==> config.mk <==
export PLATFORM = sky130hd
export DESIGN_NAME = pb_load_ctrl
export DESIGN_NICKNAME = d
export VERILOG_FILES = /design/src/rtl/pb_load_ctrl_pkg.sv /design/src/rtl/pb_load_ctrl_sync.sv /design/src/rtl/pb_load_ctrl.sv
export SDC_FILE = /design/constraint.sdc
export NUM_CORES = 1
export LEC_CHECK = 0
export CORE_ASPECT_RATIO = 2
export CORE_MARGIN = 3
export CORE_UTILIZATION = 43
export DETAILED_ROUTE_END_ITERATION = 10
export PLACE_DENSITY_LB_ADDON = 0.1
export SETUP_SLACK_MARGIN = 0.02
export SKIP_LAST_GASP = 1
export SLEW_MARGIN = 0
export SYNTH_ARGS = -nofsm -noshare
export SYNTH_HDL_FRONTEND = slang
export SYNTH_SLANG_ARGS = --single-unit
==> constraint.sdc <==
create_clock -name clk_i -period 2.4 [get_ports clk_i]
set_clock_uncertainty 0.1 [all_clocks]
set_input_delay 0.48 -clock clk_i [delete_from_list [all_inputs] [get_ports clk_i]]
set_output_delay 0.48 -clock clk_i [all_outputs]
set_load 0.03 [all_outputs]
==> src/rtl/pb_load_ctrl_pkg.sv <==
//------------------------------------------------------------------------------
// +----------------------------------------------------------------------------+
// | Package : pb_pack                                                          |
// | Purpose : Shared widths, state encoding and default timing constants for   |
// |           the program-buffer load controller.                              |
// | Contents: globalAddress_width, data_width, LOAD_TIMEOUT_DEFAULT,           |
// |           RELEASE_CYCLES_DEFAULT, pb_load_state_t, sat_inc16()             |
// | Revision: 1.0 - initial release                                            |
// +----------------------------------------------------------------------------+
//------------------------------------------------------------------------------
`default_nettype none

package pb_pack;

  // Memory bus geometry shared by the JTAG loader and the CPU store path.
  localparam int globalAddress_width = 16;
  localparam int data_width          = 32;

  // Default load/release timing in core clock cycles.
  localparam int LOAD_TIMEOUT_DEFAULT   = 1024;
  localparam int RELEASE_CYCLES_DEFAULT = 16;

  // Loader state; explicit 2-bit encoding.
  typedef enum logic [1:0] {
    PB_IDLE    = 2'd0,
    PB_LOAD    = 2'd1,
    PB_RELEASE = 2'd2
  } pb_load_state_t;

  // Increment that sticks at all-ones instead of wrapping.
  function automatic logic [15:0] sat_inc16(input logic [15:0] value);
    if (value == 16'hFFFF) begin
      return value;
    end
    return value + 16'd1;
  endfunction

endpackage : pb_pack

`default_nettype wire

==> src/rtl/pb_load_ctrl_sync.sv <==
//------------------------------------------------------------------------------
// +----------------------------------------------------------------------------+
// | Module  : pb_sync                                                          |
// | Purpose : N-flop single-bit synchronizer with synchronous reset.           |
// | Ports   : clk_i  - destination clock                                       |
// |           rst_i  - synchronous active-high reset (clears every stage)      |
// |           d_i    - asynchronous input bit                                  |
// |           q_o    - synchronized output (last stage)                        |
// | Revision: 1.0 - initial release                                            |
// +----------------------------------------------------------------------------+
//------------------------------------------------------------------------------
`default_nettype none

module pb_sync #(
  parameter int STAGES = 2
) (
  input  logic clk_i,
  input  logic rst_i,
  input  logic d_i,
  output logic q_o
);

  // Fewer than two stages gives no metastability protection, so clamp.
  localparam int N = (STAGES < 2) ? 2 : STAGES;

  logic [N-1:0] r_sync;

  always_ff @(posedge clk_i) begin
    if (rst_i) begin
      r_sync <= '0;
    end else begin
      r_sync <= {r_sync[N-2:0], d_i};
    end
  end

  assign q_o = r_sync[N-1];

endmodule : pb_sync

`default_nettype wire

==> src/rtl/pb_load_ctrl.sv <==
//------------------------------------------------------------------------------
// +----------------------------------------------------------------------------+
// | Module  : pb_load_ctrl                                                     |
// | Purpose : Arbitrates a shared program memory between JTAG loading and the |
// |           CPU store path, and holds the CPU in reset while a load is in   |
// |           progress and for a short release window afterwards.            |
// | Ports   : clk_i, rst_i            - core clock, sync active-high reset    |
// |           jtag_wen_i/addr/data    - JTAG write strobe level (TCK domain)  |
// |                                     with address/data held stable         |
// |           cpu_we_i/addr/wdata     - CPU store request                     |
// |           mem_we_o/addr/wdata     - shared memory write port              |
// |           cpu_rst_o               - registered CPU reset                  |
// |           loading_o               - high while in LOAD                    |
// |           load_done_o             - one-cycle pulse on RELEASE -> IDLE    |
// |           load_count_o            - JTAG words written in current load    |
// | Revision: 1.0 - initial release                                            |
// +----------------------------------------------------------------------------+
//------------------------------------------------------------------------------
`default_nettype none

module pb_load_ctrl
  import pb_pack::*;
#(
  parameter int SYNC_STAGES    = 2,
  parameter int LOAD_TIMEOUT   = LOAD_TIMEOUT_DEFAULT,
  parameter int RELEASE_CYCLES = RELEASE_CYCLES_DEFAULT
) (
  input  logic                           clk_i,
  input  logic                           rst_i,
  input  logic                           jtag_wen_i,
  input  logic [globalAddress_width-1:0] jtag_addr_i,
  input  logic [data_width-1:0]          jtag_data_i,
  input  logic                           cpu_we_i,
  input  logic [globalAddress_width-1:0] cpu_addr_i,
  input  logic [data_width-1:0]          cpu_wdata_i,
  output logic                           mem_we_o,
  output logic [globalAddress_width-1:0] mem_addr_o,
  output logic [data_width-1:0]          mem_wdata_o,
  output logic                           cpu_rst_o,
  output logic                           loading_o,
  output logic                           load_done_o,
  output logic [15:0]                    load_count_o
);

  localparam int TO_W  = $clog2(LOAD_TIMEOUT) + 1;
  localparam int REL_W = $clog2(RELEASE_CYCLES) + 1;
  localparam logic [TO_W-1:0]  TO_LAST  = TO_W'(LOAD_TIMEOUT - 1);
  localparam logic [REL_W-1:0] REL_LAST = REL_W'(RELEASE_CYCLES - 1);

  // Strobe synchronization and rising-edge detection.
  logic w_wen_sync;
  logic r_wen_prev;
  logic w_rise;

  pb_sync #(
    .STAGES (SYNC_STAGES)
  ) u_wen_sync (
    .clk_i (clk_i),
    .rst_i (rst_i),
    .d_i   (jtag_wen_i),
    .q_o   (w_wen_sync)
  );

  // A falling edge is deliberately ignored: one JTAG write per strobe pulse.
  assign w_rise = w_wen_sync & ~r_wen_prev;

  // Controller state.
  pb_load_state_t                 r_state;
  logic [TO_W-1:0]                r_timeout;
  logic [REL_W-1:0]               r_rel_cnt;
  logic                           r_cpu_rst;
  logic                           r_loading;
  logic                           r_load_done;
  logic [15:0]                    r_load_count;
  logic                           r_pend_valid;
  logic [globalAddress_width-1:0] r_pend_addr;
  logic [data_width-1:0]          r_pend_data;
  logic                           r_mem_we;

  always_ff @(posedge clk_i) begin
    if (rst_i) begin
      r_state      <= PB_RELEASE;
      r_timeout    <= '0;
      r_rel_cnt    <= '0;
      r_cpu_rst    <= 1'b1;
      r_loading    <= 1'b0;
      r_load_done  <= 1'b0;
      r_load_count <= '0;
      r_pend_valid <= 1'b0;
      r_pend_addr  <= '0;
      r_pend_data  <= '0;
      r_mem_we     <= 1'b0;
      r_wen_prev   <= 1'b0;
    end else begin
      r_wen_prev  <= w_wen_sync;
      r_load_done <= 1'b0;
      r_mem_we    <= 1'b0;

      // Capture stage: the JTAG bus is stable while the strobe is high, so
      // sampling it once the synchronized edge appears is safe.
      if (w_rise) begin
        r_pend_valid <= 1'b1;
        r_pend_addr  <= jtag_addr_i;
        r_pend_data  <= jtag_data_i;
      end else begin
        r_pend_valid <= 1'b0;
      end

      // Issue stage: pending data goes to memory one cycle after capture.
      // Strobe edges are at least two cycles apart, so capture and issue
      // never collide on the pending register.
      if (r_pend_valid) begin
        r_mem_we     <= 1'b1;
        r_load_count <= sat_inc16(r_load_count);
      end

      case (r_state)
        PB_IDLE: begin
          if (w_rise) begin
            r_state      <= PB_LOAD;
            r_timeout    <= '0;
            r_load_count <= '0;
            r_cpu_rst    <= 1'b1;
            r_loading    <= 1'b1;
          end
        end

        PB_LOAD: begin
          if (w_rise) begin
            r_timeout <= '0;
          end else if ((r_timeout == TO_LAST) && !r_pend_valid) begin
            r_state   <= PB_RELEASE;
            r_rel_cnt <= '0;
            r_loading <= 1'b0;
          end else if (r_timeout != TO_LAST) begin
            r_timeout <= r_timeout + 1'b1;
          end
        end

        PB_RELEASE: begin
          // A late write restarts the load without clearing the word count.
          if (w_rise) begin
            r_state   <= PB_LOAD;
            r_timeout <= '0;
            r_loading <= 1'b1;
          end else if (r_rel_cnt == REL_LAST) begin
            r_state     <= PB_IDLE;
            r_cpu_rst   <= 1'b0;
            r_load_done <= 1'b1;
          end else begin
            r_rel_cnt <= r_rel_cnt + 1'b1;
          end
        end

        default: begin
          r_state   <= PB_RELEASE;
          r_rel_cnt <= '0;
          r_cpu_rst <= 1'b1;
          r_loading <= 1'b0;
        end
      endcase
    end
  end

  // Memory port mux. In IDLE the CPU path is combinational, except in the
  // cycle a JTAG edge is detected: the loader takes over the next cycle and
  // the CPU write in that boundary cycle must not land.
  always_comb begin
    mem_we_o    = r_mem_we;
    mem_addr_o  = r_pend_addr;
    mem_wdata_o = r_pend_data;
    if (r_state == PB_IDLE) begin
      mem_we_o    = cpu_we_i & ~w_rise;
      mem_addr_o  = cpu_addr_i;
      mem_wdata_o = cpu_wdata_i;
    end
  end

  assign cpu_rst_o    = r_cpu_rst;
  assign loading_o    = r_loading;
  assign load_done_o  = r_load_done;
  assign load_count_o = r_load_count;

endmodule : pb_load_ctrl

`default_nettype wire

==> results of run 1 <==
[kinds of logic (layout without fill, tap and decap cells)]
family,after synthesis,count (layout)
simple gates,117,117
compound gates,91,91
flops,90,90
mux,49,49
buf+inv,29,205
xor+xnor,10,10
fa+ha+maj,4,4
[final timing paths]
| path | endpoint | slack, ns | depth (start not counted) | start |
|---|---|---|---|---|
| worst max-delay path | mem_wdata_o[20] | 0.09 | 4 | r_state[0] |
| worst max register to register | r_rel_cnt[2] | 0.23 | 6 | r_rel_cnt[0] |
| worst min register to register | u_wen_sync.r_sync[1] | 0.34 | 1 | u_wen_sync.r_sync[0] |
| worst min-delay path | u_wen_sync.r_sync[1] | 0.34 | 1 | u_wen_sync.r_sync[0] |
[stage by stage]
stage / power [mW] / setup slack [ns] / instance area, um^2 / cells
after floorplan: 1.87 / 0.139 / 4000 / 390
after global placement: 2.19 / 0.0207 / 5880 / 650
after detailed placement: 2.20 / 0.0170 / 5880 / 650
after CTS: 3.63 / 0.0178 / 6130 / 668
after global routing: 3.72 / 0.0206 / 6040 / 668
final: 3.59 / 0.0851 / 6040 / 668
[registers in the layout, summed over array words and instances (netlist names)]
name               count
r_pend_data           32
r_wen_prev             1
u_wen_sync.r_sync      2
cpu_rst_o              1
r_timeout             11
r_rel_cnt              5
r_mem_we               1
r_pend_addr           16
loading_o              1
load_done_o            1
load_count_o          16
r_state                2
r_pend_valid           1
[cell type report]
| class | instances | area share |
|---|---|---|
| flip-flops and latches | 90 | 0.298 |
| inverters | 7 | 0.00435 |
| clock buffers | 12 | 0.0441 |
| multi-input cells | 271 | 0.343 |
| repair buffers | 182 | 0.281 |
| clock inverters | 4 | 0.00808 |
| well taps | 102 | 0.0211 |
[per-layer routing]
metal / routed length (um) / part of all wire / track usage / vias to the layer above
li1: - / - / - / 1796
met1: 4160 / 0.35 / 0.239 / 1716
met2: 6700 / 0.57 / 0.428 / 98
met3: 631 / 0.053 / 0.0622 / 21
met4: 319 / 0.027 / 0.0888 / 0
met5: 0 / 0 / 0 / -
[repair_timing]
item / in CTS / in global routing
buffers inserted: 1 / 0
cloned: 1 / 0
gates resized for setup: 97 / 61
pin swaps: 1 / 0
setup endpoints to repair: 47 / 35
[critical path, delay by kind of cell (launching register included)]
kind | cells | cell delay (ns)
AND/OR/NAND/NOR | 1 | 0.18
buffers and inverters | 2 | 0.53
flip-flops | 1 | 0.34
multiplexers | 1 | 0.34
[Yosys cell counts, types with 4 or more instances]
| library cell | instances |
|---|---|
| dfxtp_1 | 90 |
| nor3_1 | 12 |
| ha_1 | 4 |
| a22o_1 | 48 |
| xor2_1 | 6 |
| a211oi_1 | 4 |
| mux2_2 | 48 |
| nand3_1 | 14 |
| clkbuf_1 | 15 |
| inv_1 | 7 |
| or3_1 | 5 |
| o21ai_0 | 6 |
| xnor2_1 | 4 |
| nand4_1 | 7 |
| nand2_1 | 11 |
| a21oi_1 | 15 |
| nor2_1 | 30 |
| nor2b_1 | 6 |
| and3_1 | 7 |
[power by group]
group	total [mW]	switching, mW	internal (mW)	leakage, nW
Clock	1.46	0.573	0.890	0.159
Combinational	0.573	0.268	0.305	1.55
Sequential	1.56	0.0254	1.53	0.730
Total	3.59	0.867	2.73	2.44
==> impl_metrics.ini, run 1 <==
[synth]
yosys.area_share.simple = 0.161
syn_area_per_cell_um2 = 10.3
synth_top_family_by_area = compound AO/OA/AOI/OAI gates
netlist_area_um2 = 4000
yosysWarnings = 0
yosys-top-cells-area = dfxtp_1 (45%), mux2_2 (14%), a22o_1 (11%), nor2_1 (2.8%), a21oi_1 (1.9%)
yosysSeqAreaShare = 0.450
synthAdderAreaFrac = 0.0125
synth_mux_area_frac = 0.138
synth-compound-area-share = 0.178
netlist.area_leader.share = 0.450
synth_area_leader_cell = dfxtp_1
synthCells = 390
synthXorXnorAreaFrac = 0.0219
synth_edf_count = 0
ys_types = 53
ys_ff_latch = 90
async_flop_share = 0
synth_fp_nets = 494
ys.flop_type = dfxtp_1

[clock_tree]
cts.sinks = 90
clock_path_buffers = 2
cts_hold_buffers = 0
root_buffer = clkbuf_16
htree_levels = 3
cts_tree = built
clk_pin_slew_ns = 0.06
cts_buffers = 9
worstSkewPairLatency_ns = 0.33

[sta]
slew_viol_final = 0
whs_ns = 0.340
tns_ns = 0
fmax_mhz = 432
worst_slew_pin_slew_ns = 0.621
period_minus_slack_ns = 2.31
finalCritPeriodShare = 0.965
grt_setup_unrepaired = false
relSlewSlack = 0.585
hold_viol_final = 0
setup-violations-final = 0

[placed_design]
dp_hpwl_um = 8770
routabilityCongestion = 0.827
io_buffer_count = 167

[routing]
wirelength_um = 11800
drt_iter0_drc = 140
firstDrtPassIters = 4
ant_nets = 0
post_drt_wl_per_cell_um = 17.7
drc_errors = 0
vias = 3631
avgViaCountPerCell = 5.44

[critical_path]
path_class = flop to output pin
crit_path_start_kind = flop
crit_arrival_ns = 1.73
required_ns = 1.82
cp_cell_sequence = nor2_4, buf_12, mux2_2, clkdlybuf4s15_1
worstPathMaxFanout = 19
critical-path-max-stage-delay_ns = 0.35
end_kind = output pin
cp_slowest_cell = clkdlybuf4s15_1

[final_layout]
final_common_cell = clkdlybuf4s50_1
fill_cells = 736
final_cell_mix = clkdlybuf4s50_1 (118), dfxtp_1 (90), mux2_2 (48), a22o_1 (48), nor2_1 (28)
nets = 665
antenna_cells = 0
multi_input_area_um2 = 2070
syn2layout_area_growth_pct = 51.0
register_area_um2 = 1800
fin_util = 0.670
layout-drive-gt1-share = 0.233

[pwr]
powerDensity_nw_per_um2 = 595
p_leak_nw = 2.44
ir_drop_mv = 0.473

[grt]
grt_pass1_wl_um = 18800
grt_util_all_layers = 0.232
antenna_found_initial = 0
grt_max_degree = 30
grt_pass1_vias = 3813
grt_overflow = 0

[die]
die_area_um2 = 10600
die_w_um = 74.2
rows = 49
start_util = 0.444
die_h_um = 142
core_area_um2 = 9010
io_pins = 168

[status]
status = complete, no violations

[hold_path]
min_path_type = flop to flop

[run]
maxCapViolCount = 0
Power figures use the tool's default switching activity.
==> run 2: changes to the inputs <==
--- a/config.mk
+++ b/config.mk
@@ -12,7 +12,7 @@
 export PLACE_DENSITY_LB_ADDON = 0.1
 export SETUP_SLACK_MARGIN = 0.02
 export SKIP_LAST_GASP = 1
-export SLEW_MARGIN = 0
+export SLEW_MARGIN = 15
 export SYNTH_ARGS = -nofsm -noshare
 export SYNTH_HDL_FRONTEND = slang
 export SYNTH_SLANG_ARGS = --single-unit
==> results of run 2 <==
Same layout as run 1: the final DEF is identical, and so are final timing and power.
